File: src/rtl/elevator_pkg.sv
// -----------------------------------------------------------------------------
// elevator_pkg
// Shared types and constants for the floor call dispatcher slice.
//   dispatch_state_t : dispatcher FSM states
//   DIR_UP/DIR_DOWN  : encoding of the SCAN travel direction (moving_dir)
//   DEFAULT_FLOORS   : default number of served floors
// -----------------------------------------------------------------------------
package elevator_pkg;

   typedef enum logic [2:0] {
      IDLE       = 3'd0,
      WAIT_START = 3'd1,
      MOVING     = 3'd2,
      ARRIVE     = 3'd3,
      DOOR       = 3'd4,
      FAULT      = 3'd5
   } dispatch_state_t;

   localparam logic DIR_UP   = 1'b0;
   localparam logic DIR_DOWN = 1'b1;

   localparam int unsigned DEFAULT_FLOORS = 4;

endpackage

File: src/rtl/floor_call_dispatcher_if.sv
// -----------------------------------------------------------------------------
// floor_call_dispatcher_if
// Command/status link between the dispatcher and main_motor.
//   floor_move_cnt  : signed relative floor count (dispatcher -> motor)
//   move_stop_start : one-cycle start pulse        (dispatcher -> motor)
//   moving_check    : motor busy flag              (motor -> dispatcher)
// Modports: master = dispatcher side, slave = motor side.
// -----------------------------------------------------------------------------
interface floor_call_dispatcher_if;

   logic signed [31:0] floor_move_cnt;
   logic               move_stop_start;
   logic               moving_check;

   modport master (
      output floor_move_cnt,
      output move_stop_start,
      input  moving_check
   );

   modport slave (
      input  floor_move_cnt,
      input  move_stop_start,
      output moving_check
   );

endinterface

File: src/rtl/floor_call_dispatcher_call_target_select.sv
// -----------------------------------------------------------------------------
// call_target_select
// Combinational SCAN chooser: keeps travelling in the current direction while
// calls remain ahead, otherwise turns around to the nearest call behind.
//   pending       : latched call register (bit i = floor i)
//   current_floor : floor the car is standing at (its own bit is ignored)
//   moving_dir    : present SCAN direction
//   target        : chosen floor (valid only when valid=1)
//   new_dir       : direction after this choice
//   valid         : at least one pending call other than current_floor
// -----------------------------------------------------------------------------
module call_target_select import elevator_pkg::*; #(
   parameter int unsigned FLOORS  = DEFAULT_FLOORS,
   parameter int unsigned FLOOR_W = $clog2(FLOORS)
) (
   input  logic [FLOORS-1:0]  pending,
   input  logic [FLOOR_W-1:0] current_floor,
   input  logic               moving_dir,
   output logic [FLOOR_W-1:0] target,
   output logic               new_dir,
   output logic               valid
);

   logic               found_up;
   logic               found_dn;
   logic [FLOOR_W-1:0] up_t;
   logic [FLOOR_W-1:0] dn_t;

   always_comb begin
      // NOTE: every variable written here gets a default first so no path
      // leaves it unassigned, which would otherwise infer a latch.
      found_up = 1'b0;
      found_dn = 1'b0;
      up_t     = '0;
      dn_t     = '0;
      // Descending scan: the last hit is the nearest floor above.
      for (int i = int'(FLOORS) - 1; i >= 0; i--) begin
         if (pending[i] && (i > int'(current_floor))) begin
            found_up = 1'b1;
            up_t     = FLOOR_W'(i);
         end
      end
      // Ascending scan: the last hit is the nearest floor below.
      for (int i = 0; i < int'(FLOORS); i++) begin
         if (pending[i] && (i < int'(current_floor))) begin
            found_dn = 1'b1;
            dn_t     = FLOOR_W'(i);
         end
      end
   end

   always_comb begin
      target  = current_floor;
      new_dir = moving_dir;
      valid   = found_up | found_dn;
      if (moving_dir == DIR_UP) begin
         if (found_up) begin
            target  = up_t;
            new_dir = DIR_UP;
         end else if (found_dn) begin
            target  = dn_t;
            new_dir = DIR_DOWN;
         end
      end else begin
         if (found_dn) begin
            target  = dn_t;
            new_dir = DIR_DOWN;
         end else if (found_up) begin
            target  = up_t;
            new_dir = DIR_UP;
         end
      end
   end

endmodule

File: src/rtl/floor_call_dispatcher.sv
// -----------------------------------------------------------------------------
// floor_call_dispatcher
// Latches floor calls, picks the next floor in SCAN order, commands main_motor
// with a relative floor count plus start pulse, waits for the motor to settle,
// then holds the door open before dispatching again.
//   floor_clk, floor_reset : clock, asynchronous active-high reset
//   call_req               : level call buttons, bit i = floor i
//   door_hold              : keeps the door open (only with DOOR_HOLD_EN)
//   motor_bus (master)     : floor_move_cnt / move_stop_start out, moving_check in
//   current_floor          : last arrived floor
//   moving_dir             : SCAN direction, 0 = up, 1 = down
//   door_open              : high while the door is open
//   pending_calls          : latched call register
//   fault                  : sticky start-timeout fault
// Optional build macro: DOOR_HOLD_EN adds door_hold and lets a call for the
// current floor reload the door timer.
// -----------------------------------------------------------------------------
module floor_call_dispatcher import elevator_pkg::*; #(
   parameter int unsigned FLOORS        = DEFAULT_FLOORS,
   parameter int unsigned FLOOR_W       = $clog2(FLOORS),
   parameter logic [31:0] DOOR_CYCLES   = 32'd50_000_000,
   parameter logic [31:0] SETTLE_CYCLES = 32'd1000,
   parameter logic [31:0] START_TIMEOUT = 32'd1000
) (
   input  logic                    floor_clk,
   input  logic                    floor_reset,
   input  logic [FLOORS-1:0]       call_req,
`ifdef DOOR_HOLD_EN
   input  logic                    door_hold,
`endif
   floor_call_dispatcher_if.master motor_bus,
   output logic [FLOOR_W-1:0]      current_floor,
   output logic                    moving_dir,
   output logic                    door_open,
   output logic [FLOORS-1:0]       pending_calls,
   output logic                    fault
);

   dispatch_state_t    state_q, state_d;
   logic [31:0]        cnt_q, cnt_d;
   logic [FLOORS-1:0]  pending_q, pending_d;
   logic [FLOOR_W-1:0] cur_q, cur_d;
   logic [FLOOR_W-1:0] target_q, target_d;
   logic               dir_q, dir_d;
   logic signed [31:0] move_cnt_q, move_cnt_d;
   logic               start_q, start_d;
   logic               door_q;
   logic               fault_q;

   logic [FLOOR_W-1:0] sel_target;
   logic               sel_dir;
   logic               sel_valid;
   logic signed [FLOOR_W:0] diff;
   logic               here_call;
   logic               door_reload;

   call_target_select #(
      .FLOORS  (FLOORS),
      .FLOOR_W (FLOOR_W)
   ) u_select (
      .pending       (pending_q),
      .current_floor (cur_q),
      .moving_dir    (dir_q),
      .target        (sel_target),
      .new_dir       (sel_dir),
      .valid         (sel_valid)
   );

   assign here_call = call_req[cur_q];
   // Zero-extended operands give a difference that always fits FLOOR_W+1 bits.
   assign diff = $signed({1'b0, sel_target}) - $signed({1'b0, cur_q});

`ifdef DOOR_HOLD_EN
   assign door_reload = door_hold | here_call;
`else
   assign door_reload = 1'b0;
`endif

   always_comb begin
      state_d    = state_q;
      cnt_d      = cnt_q;
      cur_d      = cur_q;
      target_d   = target_q;
      dir_d      = dir_q;
      move_cnt_d = move_cnt_q;
      start_d    = 1'b0;
      pending_d  = pending_q | call_req;
      // A call for the floor the car is standing at is served by the door,
      // never queued as a trip.
      if ((state_q == IDLE) || (state_q == DOOR)) begin
         pending_d[cur_q] = pending_q[cur_q];
      end

      case (state_q)
         IDLE: begin
            if (here_call) begin
               state_d = DOOR;
               cnt_d   = '0;
            end else if (sel_valid) begin
               target_d   = sel_target;
               dir_d      = sel_dir;
               move_cnt_d = {{(31 - FLOOR_W){diff[FLOOR_W]}}, diff};
               start_d    = 1'b1;
               state_d    = WAIT_START;
               cnt_d      = '0;
            end
         end
         WAIT_START: begin
            if (motor_bus.moving_check) begin
               state_d = MOVING;
               cnt_d   = '0;
            end else if (cnt_q == START_TIMEOUT - 32'd1) begin
               state_d = FAULT;
               cnt_d   = '0;
            end else begin
               cnt_d = cnt_q + 32'd1;
            end
         end
         MOVING: begin
            // Only an unbroken run of idle clocks counts; overshoot blips
            // restart the run.
            if (motor_bus.moving_check) begin
               cnt_d = '0;
            end else if (cnt_q == SETTLE_CYCLES - 32'd1) begin
               state_d = ARRIVE;
               cnt_d   = '0;
            end else begin
               cnt_d = cnt_q + 32'd1;
            end
         end
         ARRIVE: begin
            cur_d               = target_q;
            pending_d[target_q] = 1'b0;
            state_d             = DOOR;
            cnt_d               = '0;
         end
         DOOR: begin
            if (door_reload) begin
               cnt_d = '0;
            end else if (cnt_q == DOOR_CYCLES - 32'd1) begin
               state_d = IDLE;
               cnt_d   = '0;
            end else begin
               cnt_d = cnt_q + 32'd1;
            end
         end
         FAULT: begin
            state_d = FAULT;
         end
         default: begin
            state_d = IDLE;
            cnt_d   = '0;
         end
      endcase
   end

   always_ff @(posedge floor_clk or posedge floor_reset) begin
      if (floor_reset) begin
         state_q    <= IDLE;
         cnt_q      <= '0;
         pending_q  <= '0;
         cur_q      <= '0;
         target_q   <= '0;
         dir_q      <= DIR_UP;
         move_cnt_q <= '0;
         start_q    <= 1'b0;
         door_q     <= 1'b0;
         fault_q    <= 1'b0;
      end else begin
         // NOTE: non-blocking assignments so every register updates from
         // values sampled before this edge, independent of statement order.
         state_q    <= state_d;
         cnt_q      <= cnt_d;
         pending_q  <= pending_d;
         cur_q      <= cur_d;
         target_q   <= target_d;
         dir_q      <= dir_d;
         move_cnt_q <= move_cnt_d;
         start_q    <= start_d;
         door_q     <= (state_d == DOOR);
         fault_q    <= (state_d == FAULT);
      end
   end

   assign motor_bus.floor_move_cnt  = move_cnt_q;
   assign motor_bus.move_stop_start = start_q;
   assign current_floor             = cur_q;
   assign moving_dir                = dir_q;
   assign door_open                 = door_q;
   assign pending_calls             = pending_q;
   assign fault                     = fault_q;

endmodule
File: src/flat_wrapper.sv
// flat-port wrapper written by rule: the top's interface ports become plain ports
module floor_call_dispatcher_flat import elevator_pkg::*;
#(
   parameter int unsigned FLOORS        = DEFAULT_FLOORS,
   parameter int unsigned FLOOR_W       = $clog2(FLOORS),
   parameter logic [31:0] DOOR_CYCLES   = 32'd50_000_000,
   parameter logic [31:0] SETTLE_CYCLES = 32'd1000,
   parameter logic [31:0] START_TIMEOUT = 32'd1000
)
  (floor_clk, floor_reset, call_req, current_floor, moving_dir, door_open, pending_calls, fault, motor_bus_floor_move_cnt, motor_bus_move_stop_start, motor_bus_moving_check);
  floor_call_dispatcher_if motor_bus_i ();
  input  logic floor_clk;
  input  logic floor_reset;
  input  logic [FLOORS-1:0] call_req;
  output logic [FLOOR_W-1:0] current_floor;
  output logic moving_dir;
  output logic door_open;
  output logic [FLOORS-1:0] pending_calls;
  output logic fault;
  output wire logic [$bits(motor_bus_i.floor_move_cnt)-1:0] motor_bus_floor_move_cnt;
  output wire logic [$bits(motor_bus_i.move_stop_start)-1:0] motor_bus_move_stop_start;
  input wire logic [$bits(motor_bus_i.moving_check)-1:0] motor_bus_moving_check;
  assign motor_bus_floor_move_cnt = motor_bus_i.floor_move_cnt;
  assign motor_bus_move_stop_start = motor_bus_i.move_stop_start;
  assign motor_bus_i.moving_check = motor_bus_moving_check;
  floor_call_dispatcher #(.FLOORS(FLOORS), .FLOOR_W(FLOOR_W), .DOOR_CYCLES(DOOR_CYCLES), .SETTLE_CYCLES(SETTLE_CYCLES), .START_TIMEOUT(START_TIMEOUT)) u_core (.floor_clk(floor_clk), .floor_reset(floor_reset), .call_req(call_req), .motor_bus(motor_bus_i), .current_floor(current_floor), .moving_dir(moving_dir), .door_open(door_open), .pending_calls(pending_calls), .fault(fault));
endmodule
File: config.mk
export PLATFORM = sky130hd
export DESIGN_NAME = floor_call_dispatcher_flat
export DESIGN_NICKNAME = d
export VERILOG_FILES = /design/src/rtl/elevator_pkg.sv /design/src/rtl/floor_call_dispatcher_if.sv /design/src/rtl/floor_call_dispatcher_call_target_select.sv /design/src/rtl/floor_call_dispatcher.sv /design/src/flat_wrapper.sv
export SDC_FILE = /design/constraint.sdc
export NUM_CORES = 1
export LEC_CHECK = 0
export BUFFER_PORTS_ARGS = -buffer_cell sky130_fd_sc_hd__buf_2
export CORE_ASPECT_RATIO = 1.75
export CORE_UTILIZATION = 57
export CTS_CLUSTER_DIAMETER = 60
export DETAILED_ROUTE_END_ITERATION = 7
export PLACE_DENSITY = 0.8
export RECOVER_POWER = 100
export SETUP_SLACK_MARGIN = 0.3
export SYNTH_ARGS = -nofsm -noshare
export SYNTH_HDL_FRONTEND = slang
export SYNTH_SLANG_ARGS = --single-unit
File: constraint.sdc
create_clock -name floor_clk -period 3.6 [get_ports floor_clk]
set_clock_uncertainty 0.15 [all_clocks]
set_input_delay 0.72 -clock floor_clk [delete_from_list [all_inputs] [get_ports floor_clk]]
set_output_delay 0.72 -clock floor_clk [all_outputs]
set_load 0.01 [all_outputs]
* Word level (Yosys, flattened, before mapping)
Cells that the tools add are included.
W data, S select, Z words.
** Operators by class
- Equal/unequal tests :: 10
- $lt $le $gt $ge :: 10
- Reduce and logical (&&, ||, !) cells :: 13
- Multiplexer cells :: 49
- Add/sub/neg operators :: 2
- Bitwise logic cells :: 6
** Operators by type and width (count)
- $mux W32 :: 5
- $pmux W32 S4 :: 1
- $add A32 B1 Y32 const B :: 1
- $eq A32 B10 Y1 const B :: 1
- $eq A32 B26 Y1 const B :: 1
- $mux W3 :: 7
- $mux W1 :: 19
- $mux W2 :: 9
- $pmux W3 S6 :: 1
- $eq A3 B3 Y1 const B :: 4
- $logic_and A1 B1 Y1 :: 8
- $mux W4 :: 2
- $eq A3 B2 Y1 const B :: 2
- $lt A2 B3 Y1 const B :: 2
- $and A4 B4 Y4 :: 1
- $bmux W1 S2 :: 2
- $bwmux W4 :: 1
- $demux W1 S2 :: 2
- $ge A2 B1 Y1 const B :: 2
- $gt A2 B2 Y1 const A :: 2
- $lt A1 B2 Y1 const A :: 2
- $not A4 Y4 :: 1
- $or A4 B4 Y4 :: 1
- $eq A3 B1 Y1 const B :: 1
- 11 further kinds :: 12
** Word-level totals
- Output and inout bits :: 42
- Flip-flop bits (word level) :: 50
- Bits of input ports :: 7
- Logic and storage cells :: 100

* Logic depth before layout (Yosys ltp)
Gate-level depths: netlist (run 1).
- Word-level depth :: 10
- Gate-level depth with buffers :: 10
- Mapped depth without buffers :: 9

* Hierarchy
Synthesis (run 1) repeated with hierarchy kept, for this count alone.
** Unflattened totals
- Cell total of the unflattened synthesis :: 352
- Area total of the unflattened synthesis :: 3131.8 µm²
** By module, submodules not included
- floor_call_dispatcher :: sequential area each 1251.2 µm², times used 1, cells each 322, area an instance 2945.3 µm²
- call_target_select :: sequential area each 0.0 µm², times used 1, cells each 30, area an instance 186.4 µm²

* Worst setup path before layout (run 1)
Ideal clock, no wire load.
- Path type :: register to register
- Start :: reg u_core.cur_q[1] (netlist: u_core.current_floor[1])
- End :: reg u_core.move_cnt_q[1] (netlist: u_core.motor_bus.floor_move_cnt[1])
- Required time :: 3.322 ns
- Setup time :: 0.128 ns
- Slack :: 0.827 ns
- Arrival time :: 2.495 ns
- Path buffers :: 0
- Period minus slack after synthesis :: 2.773 ns
- Stages on the path, launching flop included :: 10
- Path through :: dfrtp_1 or4b_1 o22ai_1 or2_1 a32oi_1 o21a_1 ha_1 inv_1 fa_1 mux2_1
** Between the ends
- Cells in the longest elaborated chain, start to end :: 9
- Elaborated cells on any way between the ends :: 34
- Those cells by class :: add/sub (1); order compare (6); mux (18); bitwise (2); reduce/logical (7)
** Ends and longest elaborated chain
- from (decl) :: RTL line floor_call_dispatcher.sv:42 : logic [FLOOR_W-1:0] cur_q, cur_d;
- from (signal assigned) :: RTL line floor_call_dispatcher.sv:175 : cur_q <= cur_d;
- $lt A1 B2 Y1 or $gt A2 B2 Y1 (tied branches) :: RTL line floor_call_dispatcher_call_target_select.sv:45, floor_call_dispatcher_call_target_select.sv:38
- $logic_and A1 B1 Y1 (on tied branches) :: RTL line floor_call_dispatcher_call_target_select.sv:45, floor_call_dispatcher_call_target_select.sv:38
- $mux W1 (tied with other cells) (3 in series) :: RTL line floor_call_dispatcher_call_target_select.sv:45 : if (pending[i] && (i < int'(current_floor))) begin
- $mux W2 (on tied branches) :: RTL line floor_call_dispatcher_call_target_select.sv:60, floor_call_dispatcher_call_target_select.sv:68
- $mux W2 (on tied branches) :: RTL line floor_call_dispatcher_call_target_select.sv:57, floor_call_dispatcher_call_target_select.sv:65
- $mux W2 :: RTL line floor_call_dispatcher_call_target_select.sv:56 : if (moving_dir == DIR_UP) begin
- $sub A2 B2 Y3 (*) :: RTL line floor_call_dispatcher.sv:71 : assign diff = $signed({1'b0, sel_target}) - $signed({1'b0, cur_q});
- via u_core.diff[1] :: RTL line floor_call_dispatcher.sv:53 : logic signed [FLOOR_W:0] diff;
- to (signal assigned) :: RTL line floor_call_dispatcher.sv:178 : move_cnt_q <= move_cnt_d;
- to (decl) :: RTL line floor_call_dispatcher.sv:45 : logic signed [31:0] move_cnt_q, move_cnt_d;
The timed path passes the listed nets; every way through them passes the cells marked *. The select of a mux whose other input is x is not followed.
A chain may end at the register's enable or synchronous reset.

* Final worst setup path (run 1)
- Start :: reg u_core.cur_q[0] (netlist: u_core.current_floor[0])
- End :: reg u_core.cnt_q[27]
** Between the ends
- Cells in the longest elaborated chain, start to end :: 8
- Elaborated cells on any way between the ends :: 25
- Those cells by class :: order compare (6); eq/ne (1); mux (10); bitwise (1); reduce/logical (7)
** Ends and longest elaborated chain
- $gt A2 B2 Y1 or $lt A1 B2 Y1 (tied branches) :: RTL line floor_call_dispatcher_call_target_select.sv:38, floor_call_dispatcher_call_target_select.sv:45
- $logic_and A1 B1 Y1 (on tied branches) :: RTL line floor_call_dispatcher_call_target_select.sv:38, floor_call_dispatcher_call_target_select.sv:45
- $mux W1 (on tied branches) (3 in series) :: RTL line floor_call_dispatcher_call_target_select.sv:38, floor_call_dispatcher_call_target_select.sv:45
- $or A1 B1 Y1 :: RTL line floor_call_dispatcher_call_target_select.sv:55 : valid = found_up | found_dn;
- $ne A3 B1 Y1 (no line)
- $reduce_and A2 Y1 (no line)
- to (signal assigned) :: RTL line floor_call_dispatcher.sv:173 : cnt_q <= cnt_d;
- to (decl) :: RTL line floor_call_dispatcher.sv:40 : logic [31:0] cnt_q, cnt_d;
Parallel ways exist; a longest one is shown, timed or not. The select of a mux whose other input is x is not followed.

==> results.toml, run 1 <==
[yosys]
synth_cells = 373
ys_async_sr_fraction_pct = 100.0
syn_area_per_cell_um2 = 8.732
synth.cell_area_um2 = 3257
ys_seq_elements = 50
seq_area_frac_synth_pct = 38.42
synth_edf_count = 0
synth_warnings = 0
syn_nets = 383
ys_types = 61
synth_flop_cell = "dfrtp_1"

[outcome]
violations = "max-capacitance violations, max-slew violations"
status = "complete, but fails checks"

[setup_path]
path_max_fanout = 15
endpoint = "u_core.cnt_q[27]$_DFFE_PP0P_"
cp_num_cells = 6
crit_buf_inv = 0
r2r-end = "u_core.cnt_q[27]$_DFFE_PP0P_"
endpoint_kind = "flip-flop"
cp.required_ps = 3690
crit_arrival_ps = 3320
critPathMaxStageDelay_ps = 620
cpMaxStageDelayCell = "dfrtp_1"
path_delay_family = "simple AND/OR/NAND/NOR gates"
path_class = "reg2reg"
crit_chain = "mux4_2 -> nor4_1 -> o21ai_1 -> nand2_1 -> nor2_2 -> a21oi_1"
cp-start-kind = "flip-flop"
rr_worst_depth = 6
worstSetupStartpoint = "u_core.current_floor[0]$_DFFE_PP0N_"
reg2reg_from = "u_core.current_floor[0]$_DFFE_PP0N_"
rrSetupSlack_ps = 370

[sta]
worstMarginPinSlew_ps = 1874
relSlewSlack_pct = -25.07
finalHoldViolCount = 0
finalCriticalPeriod_ps = 3233
fmax_mhz = 309.3
fin_crit_sh_pct = 89.82
finalSetupViolCount = 0
rsz0062_at_grt = "false"
slew_violations = 51
setup_tns_ps = 0

[route]
wirelength_um = 7746
via_count = 2841
via_per_inst = 6.163
drc = 0
drt_iter0_markers = 147
post_drt_wl_per_cell_um = 16.80
dr.pass1.iters = 4
ant_nets = 0

[clock_tree]
cts.path.max_buffers = 2
clk_pin_slew_ps = 90
cts_buffers = 5
cts-root-buf = "clkbuf_8"
clkSinkCount = 50
cts_tree = "yes"
clock_latency_ps = 320
cts_resized = 0
hold_buffers = 0
htreeDepth = 2
post_cts_buffers = 0

[power]
p_int_mw = 1.153
netSwitchingFraction_pct = 45.72
power_density_nw_per_um2 = 638.3
switchingPower_uw = 971.4
p_comb_share_pct = 43.3
cellLeakagePower_nw = 1.318
seq_power_share_pct = 38.0
ir_drop_uv = 437.9
clkPwrFrac_pct = 18.7

[floorplan]
core_um2 = 5540
placementRows = 36
chipHeight_um = 102.0
die_x_um = 59.14
io_pins = 49
die_area_um2 = 6032
initial_core_util_pct = 58.79

[global_routing]
antenna_found_initial = 0
grt_usage_pct = 28.08
grt-ovfl-total = 0
grt_pass1_wl_um = 12540
grt_pass1_vias = 2736
grt_max_degree = 51

[final_layout]
syn_to_final_growth_pct = 2.190
layout_commonest_cell = "dfrtp_1"
final_cell_mix = "dfrtp_1 (50), clkbuf_1 (44), nand2_1 (37), a21oi_1 (30), nor2_1 (28)"
num_antenna_cells = 0
drive_gt1_share_pct = 8.052
nNetsFinal = 394
final_util_pct = 60.07
n_fill_cell = 535

[place]
hpwl_um = 5771
place_congestion = 0.9315
io_buffers = 48

[hold_path]
hold_path.class = "reg2reg"

[flow_run]
cap_violations = 1
-- per-layer routing --
layer / routed length (um) / GRT usage [%] / vias to the layer above / part of all wire, %
li1: - / - / 1345 / -
met1: 2785 / 27.41 / 1340 / 36
met2: 4274 / 51.22 / 118 / 55
met3: 286 / 4.684 / 38 / 3.7
met4: 399 / 20.70 / 0 / 5.2
met5: 0 / 0 / - / 0
-- cells by family after synthesis --
group | share of synthesized area (%)
simple gates | 29.04
mux | 2.343
buf+inv | 11.10
fa+ha+maj | 1.383
xor+xnor | 3.227
flops | 38.42
compound gates | 14.48
-- per-stage QoR --
stage	setup slack [ps]	instance area (um2)	total power [mW]	cells	hold WS, ps
5_1_grt	212.3	3328	2.289	461	376.0
3_5_place_dp	591.8	3287	1.789	453	331.2
4_1_cts	574.8	3397	2.189	461	352.6
3_3_place_gp	644.0	3287	1.746	453	326.5
2_1_floorplan	827.1	3257	1.674	373	309.2
6_report	366.5	3328	2.125	461	350.6
-- sequential cells by signal, indices dropped and copies added (netlist names) --
| register | flops |
|---|---|
| u_core.cnt_q | 32 |
| u_core.current_floor | 2 |
| u_core.door_open | 1 |
| u_core.fault | 1 |
| u_core.motor_bus.floor_move_cnt | 3 |
| u_core.motor_bus.move_stop_start | 1 |
| u_core.moving_dir | 1 |
| u_core.pending_calls | 4 |
| u_core.state_q | 3 |
| u_core.target_q | 2 |
-- worst min path at each step --
| stage | start | endpoint | slack, ps | cells past startpoint |
|---|---|---|---|---|
| after global placement | u_core.motor_bus.floor_move_cnt[1]$_DFFE_PP0P_ | u_core.motor_bus.floor_move_cnt[1]$_DFFE_PP0P_ | 330 | 1 |
| after detailed placement | u_core.motor_bus.floor_move_cnt[1]$_DFFE_PP0P_ | u_core.motor_bus.floor_move_cnt[1]$_DFFE_PP0P_ | 330 | 1 |
| after global routing | u_core.motor_bus.floor_move_cnt[1]$_DFFE_PP0P_ | u_core.motor_bus.floor_move_cnt[1]$_DFFE_PP0P_ | 380 | 1 |
| after CTS | u_core.motor_bus.floor_move_cnt[1]$_DFFE_PP0P_ | u_core.motor_bus.floor_move_cnt[1]$_DFFE_PP0P_ | 350 | 1 |
| after floorplan | u_core.cnt_q[0]$_DFFE_PP0P_ | u_core.cnt_q[0]$_DFFE_PP0P_ | 310 | 1 |
| final | u_core.motor_bus.floor_move_cnt[1]$_DFFE_PP0P_ | u_core.motor_bus.floor_move_cnt[1]$_DFFE_PP0P_ | 350 | 1 |
-- power by group through the flow --
| stage | clock [mW] | sequential [mW] | combinational [mW] |
|---|---|---|---|
| 2_1_floorplan | 0 | 0.785 | 0.889 |
| 3_3_place_gp | 0 | 0.803 | 0.943 |
| 3_5_place_dp | 0 | 0.812 | 0.977 |
| 4_1_cts | 0.409 | 0.800 | 0.979 |
| 5_1_grt | 0.432 | 0.833 | 1.02 |
| 6_report | 0.397 | 0.807 | 0.921 |
-- cell usage after synthesis (2+ instances only) --
library cell	count	area [um2]
a21oi_1	30	150.1
a22o_1	3	26.28
a31oi_1	13	81.33
a41oi_1	3	26.28
and2_1	5	31.28
and3_1	5	31.28
and3_2	2	15.01
and4_1	5	43.79
buf_2	7	35.03
buf_4	30	225.2
buf_6	3	33.78
clkbuf_1	5	18.77
dfrtp_1	50	1251
ha_1	2	25.02
inv_1	11	41.29
mux2_1	2	22.52
mux2i_1	2	20.02
nand2_1	36	135.1
nand2_2	3	18.77
nand2b_1	3	18.77
nand3_1	25	125.1
nand3_2	2	20.02
nand4_1	8	50.05
nand4b_1	2	17.52
nand4bb_1	2	22.52
nor2_1	28	105.1
nor2_2	2	12.51
nor2b_1	4	25.02
nor3_1	4	20.02
nor4_1	8	50.05
nor4_2	2	25.02
nor4b_1	3	26.28
o21ai_0	9	45.04
o21ai_1	8	40.04
o31ai_1	5	37.54
or3_1	2	12.51
or4_1	5	37.54
xnor2_1	2	17.52
xor2_1	10	87.58
-- layout make-up --
cell class                      instances  area, um2  share of cell area (%)
Inverter                               11      41.29                   1.241
Clock inverter                          2      37.54                   1.128
Timing Repair Buffer                   50      198.9                   5.977
Clock buffer                            6      72.57                   2.180
Sequential cell                        50       1251                   37.59
Tap cell                               76      95.09                   2.857
Multi-Input combinational cell        266       1632                   49.02
No activity file was read; power rests on OpenSTA's default activity.
==> run 2: changes to the inputs <==
--- a/config.mk
+++ b/config.mk
@@ -15,4 +15,5 @@
 export SETUP_SLACK_MARGIN = 0.3
 export SYNTH_ARGS = -nofsm -noshare
 export SYNTH_HDL_FRONTEND = slang
+export SYNTH_HIERARCHICAL = 1
 export SYNTH_SLANG_ARGS = --single-unit
==> results.toml, run 2 <==
[outcome]
status = "complete, but fails checks"
violations = "design-rule violations, max-capacitance violations, max-slew violations"

[global_routing]
antenna_found_initial = 0
grt_pass1_wl_um = 11420
grt_max_degree = 51
grt_usage_pct = 25.64
grt-ovfl-total = 0
grt_pass1_vias = 2412

[route]
drt_iter0_markers = 173
post_drt_wl_per_cell_um = 16.49
drc = 8
ant_nets = 0
via_count = 2632
via_per_inst = 6.208
wirelength_um = 6990
dr.pass1.iters = 6

[sta]
setup_tns_ps = 0
finalHoldViolCount = 0
finalCriticalPeriod_ps = 3202
fin_crit_sh_pct = 88.95
relSlewSlack_pct = -23.94
rsz0062_at_grt = "false"
fin_ws_ps = 397.9
slew_violations = 51
finalSetupViolCount = 0
hold_ws_ps = 386.5
worstMarginPinSlew_ps = 1857
fmax_mhz = 312.3

[clock_tree]
clkSinkCount = 50
cts_buffers = 5
cts_tree = "yes"
hold_buffers = 0
clock_latency_ps = 310
cts_resized = 0
post_cts_buffers = 0
htreeDepth = 2
clk_pin_slew_ps = 100
cts.path.max_buffers = 2
cts-root-buf = "clkbuf_8"

[setup_path]
cp.required_ps = 3680
crit_arrival_ps = 3280
path_max_fanout = 25
path_class = "reg2reg"
reg2reg_from = "u_core/current_floor[1]$_DFFE_PP0N_"
cp-start-kind = "flip-flop"
worstSetupStartpoint = "u_core/current_floor[1]$_DFFE_PP0N_"
crit_chain = "inv_1 -> a21oi_1 -> o22a_1 -> nand2_1 -> or4_1 -> o21a_1 -> nand2_4 -> or4_1 -> a21oi_1"
cpMaxStageDelayCell = "o21a_1"
critPathMaxStageDelay_ps = 780
rrSetupSlack_ps = 400
endpoint_kind = "flip-flop"

[floorplan]
core_um2 = 5255
chipHeight_um = 100.1
die_x_um = 58.03
initial_core_util_pct = 59.60
die_area_um2 = 5806
io_pins = 49
placementRows = 35

[yosys]
seq_area_frac_synth_pct = 39.95
synth_edf_count = 0
synth_cells = 352
ys_async_sr_fraction_pct = 100.0
ys_seq_elements = 50
synth_warnings = 6
synth.cell_area_um2 = 3132
synth_top_area_cell = "dfrtp_1"
post-synth-top-count-cell = "dfrtp_1"
synthTopCellsByCount = "dfrtp_1 (50), nor2_1 (35), buf_4 (29), nand2_1 (28), a21oi_1 (22)"
yosys-top-cells-area = "dfrtp_1 (40%), buf_4 (7.0%), nor2_1 (4.2%)"
ys_types = 57
syn_nets = 362
synth_top_area_share_pct = 39.95
synth_flop_cell = "dfrtp_1"
syn_area_per_cell_um2 = 8.897

[flow_run]
cap_violations = 1

[final_layout]
seq_area_um2 = 1251
largest_reg_flops = 32
final_util_pct = 60.76
design_area_um2 = 3193
nNetsFinal = 378
n_fill_cell = 497
multi_input_comb_area_um2 = 1524
layout_commonest_cell = "dfrtp_1"
final_cell_mix = "dfrtp_1 (50), clkbuf_1 (43), nor2_1 (35), nand2_1 (28), a21oi_1 (22)"
top_register = "u_core/cnt_q"
drive_gt1_share_pct = 8.130
syn_to_final_growth_pct = 1.958
num_antenna_cells = 0

[power]
ir_drop_uv = 276.3
cellLeakagePower_nw = 1.263
power_density_nw_per_um2 = 636.0

[place]
hpwl_um = 4897
io_buffers = 48
place_congestion = 0.8509
placed_cell_area_um2 = 3167
dp_worst_setup_slack_ps = 588.1

[hold_path]
hold_path.class = "reg2reg"
min-delay-start = "u_core/motor_bus.floor_move_cnt[0]$_DFFE_PP0P_"
==> run 2: cell types whose count changed after synthesis, moves of 5 or more <==
cell,change
nor2_1,+7
nor3_1,+8
nand2_1,-8
a31oi_1,-11
o21ai_1,-8
nand4_1,+11
a21oi_1,-8
or3_1,+5
o21ai_0,+9
nand3_1,-11
==> run 2: layout make-up <==
cell class	instances	area share [%]
tap	55	2.155
sequential	50	39.18
inverter	14	1.646
multi-input combinational	246	47.73
timing repair buffer	51	6.466
clock buffer	5	2.155
clock inverter	3	0.6661
==> run 2: path summary, 6_finish.rpt <==
kind / cells past startpoint / endpoint
worst max-delay path: 9 / u_core/cnt_q[29]$_DFFE_PP0P_
worst min-delay path: 2 / u_core/motor_bus.floor_move_cnt[0]$_DFFE_PP0P_
worst max register to register: 9 / u_core/cnt_q[29]$_DFFE_PP0P_
worst min register to register: 2 / u_core/motor_bus.floor_move_cnt[0]$_DFFE_PP0P_
max in group asynchronous: 2 / u_core/cnt_q[7]$_DFFE_PP0P_
min in group asynchronous: 2 / u_core/cnt_q[26]$_DFFE_PP0P_
==> run 2: power by group <==
part | internal (mW) | switching, mW | total [mW]
Sequential | 0.648 | 0.174 | 0.822
Clock | 0.137 | 0.192 | 0.329
Combinational | 0.318 | 0.562 | 0.880
==> run 2: stage by stage <==
stage,power [mW],instances
after floorplan,1.676,352
after global placement,1.741,416
after detailed placement,1.765,416
after CTS,2.098,424
after global routing,2.190,424
final,2.031,424
==> run 2: critical path: cells and delay by family (launching register included) <==
| family | cells | cell delay (ps) |
|---|---|---|
| AO/OA/AOI/OAI | 4 | 1240 |
| AND/OR/NAND/NOR | 4 | 950 |
| flip-flops | 1 | 590 |
| buffers and inverters | 1 | 170 |
==> run 2: per-layer routing <==
metal,wire length (um),vias to the layer above,global-route usage [%]
li1,-,1264,-
met2,3801,93,47.21
met1,2700,1259,28.09
met4,227,0,11.54
met3,260,16,3.866
met5,0,-,0
==> run 2: cell families (layout without fill, tap and decap cells) <==
logic type                 count (synthesis)  count (layout)  share of synthesized area, %
AOI/OAI and AO/OA                         65              65                         13.58
buffers and inverters                     56              73                         11.15
xor gates and xnor gates                  13              13                         3.636
adders and majority gates                  4               4                         1.798
and+or+nand+nor                          154             154                         26.13
muxes                                     10              10                         3.755
DFF                                       50              50                         39.95
